$ cat src/rtl/req_arbiter4.sv
// Round-robin arbiter/sequencer for a shared 4-way mux: level or single-shot requesters,
// minimum grant tenure, one-hot grant, mux select and select-change strobe.
module req_arbiter4 #(
    parameter int HOLD_CYCLES = 4   // minimum grant tenure, 1..16
) (
    input  logic       clk,
    input  logic       rst_n,
    input  logic [3:0] req_i,
    input  logic [3:0] ss_mode_i,
    output logic [1:0] sel_o,
    output logic [3:0] gnt_o,
    output logic       gnt_valid_o,
    output logic       sel_changed_o
);

    typedef enum logic {
        ST_IDLE = 1'b0,
        ST_BUSY = 1'b1
    } state_t;

    localparam logic [3:0] HOLD_LOAD = 4'(HOLD_CYCLES - 1);

    state_t     state_q, state_d;
    logic [3:0] hold_q, hold_d;
    logic [1:0] rr_ptr_q, rr_ptr_d;
    logic [3:0] gnt_q, gnt_d;
    logic [1:0] sel_q, sel_d;
    logic       sel_changed_q, sel_changed_d;
    logic [3:0] ss_pend_q, ss_pend_d;
    logic [3:0] req_q;

    logic [3:0] pend;
    logic [1:0] cand_idx [4];
    logic [3:0] cand_hit;
    logic       win_found;
    logic [1:0] win_idx;
    logic       issue;

    // A stale ss_pend bit is masked (not cleared) while its requester is in level mode.
    assign pend = (ss_mode_i & ss_pend_q) | (~ss_mode_i & req_i);

    // Candidate k is rr_ptr+k+1, so the previous owner (== rr_ptr) is searched last.
    genvar gi;
    generate
        for (gi = 0; gi < 4; gi++) begin : g_cand
            assign cand_idx[gi] = rr_ptr_q + 2'(gi + 1);
            assign cand_hit[gi] = pend[cand_idx[gi]];
        end
    endgenerate

    always_comb begin
        win_found = 1'b0;
        win_idx   = rr_ptr_q;
        for (int k = 3; k >= 0; k--) begin
            if (cand_hit[k]) begin
                win_found = 1'b1;
                win_idx   = cand_idx[k];
            end
        end
    end

    always_comb begin
        state_d       = state_q;
        hold_d        = hold_q;
        rr_ptr_d      = rr_ptr_q;
        gnt_d         = gnt_q;
        sel_d         = sel_q;
        sel_changed_d = 1'b0;
        issue         = 1'b0;
        case (state_q)
            ST_IDLE: begin
                if (win_found) begin
                    issue = 1'b1;
                end
            end
            ST_BUSY: begin
                if (hold_q != 4'd0) begin
                    hold_d = hold_q - 4'd1;
                end else if (win_found) begin
                    issue = 1'b1;
                end else begin
                    state_d = ST_IDLE;
                    gnt_d   = 4'b0000;
                end
            end
            default: begin
                state_d = ST_IDLE;
                gnt_d   = 4'b0000;
            end
        endcase
        if (issue) begin
            state_d       = ST_BUSY;
            hold_d        = HOLD_LOAD;
            rr_ptr_d      = win_idx;
            gnt_d         = 4'b0001 << win_idx;
            sel_d         = win_idx;
            sel_changed_d = (win_idx != sel_q);
        end
    end

    // Sticky single-shot capture; a new rising edge beats the grant clear at the same edge.
    generate
        for (gi = 0; gi < 4; gi++) begin : g_ss
            logic ss_set;
            logic ss_clr;
            assign ss_set = ss_mode_i[gi] & req_i[gi] & ~req_q[gi];
            assign ss_clr = ss_mode_i[gi] & issue & (win_idx == 2'(gi));
            assign ss_pend_d[gi] = ss_set | (ss_pend_q[gi] & ~ss_clr);
        end
    endgenerate

    always_ff @(posedge clk or negedge rst_n) begin
        if (!rst_n) begin
            state_q       <= ST_IDLE;
            hold_q        <= 4'd0;
            rr_ptr_q      <= 2'd3;
            gnt_q         <= 4'b0000;
            sel_q         <= 2'd0;
            sel_changed_q <= 1'b0;
            ss_pend_q     <= 4'b0000;
            req_q         <= 4'b0000;
        end else begin
            state_q       <= state_d;
            hold_q        <= hold_d;
            rr_ptr_q      <= rr_ptr_d;
            gnt_q         <= gnt_d;
            sel_q         <= sel_d;
            sel_changed_q <= sel_changed_d;
            ss_pend_q     <= ss_pend_d;
            req_q         <= req_i;
        end
    end

    assign sel_o         = sel_q;
    assign gnt_o         = gnt_q;
    assign gnt_valid_o   = |gnt_q;
    assign sel_changed_o = sel_changed_q;

`ifndef SYNTHESIS
    a_gnt_onehot0 : assert property (@(posedge clk) disable iff (!rst_n) $onehot0(gnt_o));
    a_gnt_valid   : assert property (@(posedge clk) disable iff (!rst_n) gnt_valid_o == (|gnt_o));
    a_gnt_sel     : assert property (@(posedge clk) disable iff (!rst_n) (gnt_o != 4'b0000) |-> gnt_o[sel_o]);
`endif

endmodule
$ cat config.mk
export PLATFORM = sky130hd
export DESIGN_NAME = req_arbiter4
export DESIGN_NICKNAME = d
export VERILOG_FILES = /design/src/rtl/req_arbiter4.sv
export SDC_FILE = /design/constraint.sdc
export NUM_CORES = 1
export LEC_CHECK = 0
export ABC_AREA = 1
export BUFFER_PORTS_ARGS = -buffer_cell sky130_fd_sc_hd__buf_2
export CORE_ASPECT_RATIO = 0.6
export CORE_MARGIN = 2
export CORE_UTILIZATION = 25
export CTS_CLUSTER_DIAMETER = 40
export DETAILED_ROUTE_END_ITERATION = 7
export HOLD_SLACK_MARGIN = 0.15
export PLACE_DENSITY_LB_ADDON = 0.12
export SKIP_CTS_REPAIR_TIMING = 1
export SLEW_MARGIN = 0
export SYNTH_ARGS = -nofsm -noshare
export SYNTH_HDL_FRONTEND = slang
export SYNTH_SLANG_ARGS = --single-unit
$ cat constraint.sdc
create_clock -name clk -period 3 [get_ports clk]
set_input_delay 0.3 -clock clk [delete_from_list [all_inputs] [get_ports clk]]
set_output_delay 0.3 -clock clk [all_outputs]
set_load 0.03 [all_outputs]
==> metrics.md <==
| Metric | Value |
|---|---|
| Crit path from | rr_ptr_q[0]$_DFFE_PN1P_ |
| Placed Area | 0.001325 sq mm |
| Clock latency on the worst-skew pair | 270 ps |
| Clock Skew | 8.089 ps |
| M3 GR Usage | 3.699% |
| Die area | 0.005271 sq mm |
| Hold Vio Cnt, Final | 0 |
| Placed Instances | 226 |
| GRT met1 Usage | 17.88% |
| Fillers | 496 |
| Die Span X | 92.41 microns |
| Outcome | complete, no violations |
| Net Sw Frac | 50.89% |
| Core area | 0.004541 sq mm |
| Worst Max-Slew Pin Slew | 522.9 ps |
| Sw Pwr | 0.8406 mW |
| Max-slew violations | 0 |
| Vias per cell | 4.420 |
| Final setup vio count | 0 |
| Port bufs | 17 |
| Area leader, netlist | dfrtp_1 |
| RSZ-0062 raised after global routing | false |
| Drt drc | 0 |
| Synthesized area | 0.001172 sq mm |
| H-tree depth | 1 |
| Clock root buffer | clkbuf_8 |
| Multi-input gate area | 511.7 sq um |
| Global-route usage over all layers | 11.17% |
| Worst Setup Path Type | reg2reg |
| Critical Path Sink | ss_pend_q[2]$_DFF_PN0_ |
| Routed via count | 1021 |
| Commonest non-fill, non-tap cell in the layout | nand2_1 |
| Final HPWL from detailed placement | 2091 microns |
| Power Density | 1197 mW/mm^2 |
| Total power | 1.652 mW |
| CTS Buf Count | 3 |
| Fin Hold WS | 162.2 ps |
| Routed wire length | 2665 microns |
| Worst rel slew slack | 65.14% |
| Sum of negative setup slack | 0 ps |
| Max-cap violations | 0 |
| Synth top area share | 42.69% |
| Register area share after synthesis | 47.17% |
| Minimum clock period | 1848 ps |
| Clock power share | 11.7% |
| Worst r2r src | rr_ptr_q[0]$_DFFE_PN1P_ |
| Pre-antenna DRT Iters | 4 |
| Sequential share of power | 29.4% |
| Register area | 553.0 sq um |
| VDD IR max | 0.0002956 V |
| Setup crit start kind | flop |
| Post-route ant nets | 0 |
| Ports | 18 |
| Critical Path End Type | flop |
| Syn_area_per_cell | 7.975 sq um |
| Initial Util | 25.82% |
| Finished Layout Cells | 231 |
| Area growth syn-to-layout | 17.72% |
| Comb power frac | 58.9% |
| Pin count of the biggest net entering global routing | 23 |
| Net Count, Synth | 158 |
| GRT met2 Usage | 14.08% |
| Syn. warnings | 0 |
| Worst-path clk slew | 80 ps |
| Most frequent cells in the layout | 38 x nand2_1, 22 x inv_1, 21 x nand3_1 |
| Antenna violations before repair | 0 |
| CP Data Arrival Time | 2000 ps |
| CP Data Required Time | 3150 ps |
| Layout cell share with drive strength beyond 1 | 21.43% |
| Fmax | 541.1 MHz |
| Clk sink count | 22 |
| CP Max Fanout | 8 |
| Vias in the first global route | 920 |
| Final-stage net count | 180 |
| First-pass GRT wire length | 4609 microns |
| Leakage Power | 0.7114 nW |
| GRT overflow | 0 |
| GRT Max-Usage Layer | met1 |
| Reg2reg setup slack | 1150 ps |
| Synth Register Bits | 22 |
| Cell variety after synth | 24 |
| Syn Inst Count | 147 |
| Final period utilization | 61.60% |
| Cell-internal power | 0.8111 mW |
| DR iter-0 viols | 44 |
| Routability cong. | 0.8878 |
| Reg2reg end | ss_pend_q[2]$_DFF_PN0_ |
| Top cells by area, synth | dfrtp_1 43%, nand2_1 12%, nand3_1 9.0%, inv_1 7.0%, dfstp_2 4.5% |
| Die Span Y | 57.05 microns |
| HP Class | in2reg |
| Worst reg-to-reg path cell count | 8 |
| Clk buf depth | 2 |
| N_diodes | 0 |
| Site row count | 19 |
| WL/cell | 11.54 microns |
| CTS tree | yes |
| Fin area | 0.001380 sq mm |
[flip-flops by register name, summed over array words and instances (netlist names)]
signal         cells
gnt_o              4
hold_q             4
req_q              4
rr_ptr_q           2
sel_changed_o      1
sel_o              2
ss_pend_q          4
state_q            1
[how the worst min path moves through the flow]
stage	start	depth (start not counted)	end
floorplan	rst_n	0	gnt_o[0]$_DFFE_PN0P_
global placement	rst_n	1	sel_changed_o$_DFF_PN0_
detailed placement	rst_n	1	sel_changed_o$_DFF_PN0_
CTS	rst_n	1	sel_changed_o$_DFF_PN0_
global route	req_i[0]	1	req_q[0]$_DFF_PN0_
finish	req_i[0]	1	req_q[0]$_DFF_PN0_
[cell usage after synthesis (all sizes together)]
cell	count
a21boi	1
o22ai	3
nor3	1
xor2	2
o21ai	11
a21oi	2
nand3	23
nand3b	4
nand4	2
xnor2	1
inv	25
dfstp	2
dfrtp	20
nand2	43
ha	1
buf	1
nor2	5
[final cells by class]
cell class / instances / area share [%]
flip-flops and latches: 22 / 40.07
multi-input cells: 99 / 37.08
inverters: 25 / 6.981
repair buffers: 18 / 6.890
well taps: 63 / 5.712
clock buffers: 4 / 3.264
[per-stage QoR]
step	util (%)	setup slack, ps
after global placement	29.18	1157
after detailed placement	29.18	1164
final	30.39	1152
after floorplan	-	1403
after CTS	30.17	1145
after global routing	30.39	962.4
[power groups by stage]
stage	Sequential [mW]	Clock (mW)	Combinational, mW
floorplan	0.551	0	0.685
global placement	0.489	0	0.978
detailed placement	0.492	0	0.975
CTS	0.486	0.205	0.980
global route	0.502	0.217	1.10
finish	0.485	0.193	0.973
[metal layers]
layer | vias to the layer above | part of all wire [%]
met5 | - | 0
met2 | 37 | 37
li1 | 513 | -
met3 | 2 | 8.2
met1 | 469 | 55
met4 | 0 | 0.49
[worst max-delay path: stages (launching register included)]
cell and delay [ps]:
dfstp_2 630, xnor2_1 180, nand3_2 150, nand2_2 110
nor2_2 50, a21boi_2 270, nand2_2 150, o21ai_1 150
nand2_1 60
[cells by family after synthesis]
group	count (synthesis)	share of synthesized area, %
buf+inv	26	9.179
flops	22	47.17
xor+xnor	3	2.242
fa+ha+maj	1	1.067
simple gates	78	32.23
compound gates	17	8.111
Power figures use the tool's default switching activity.
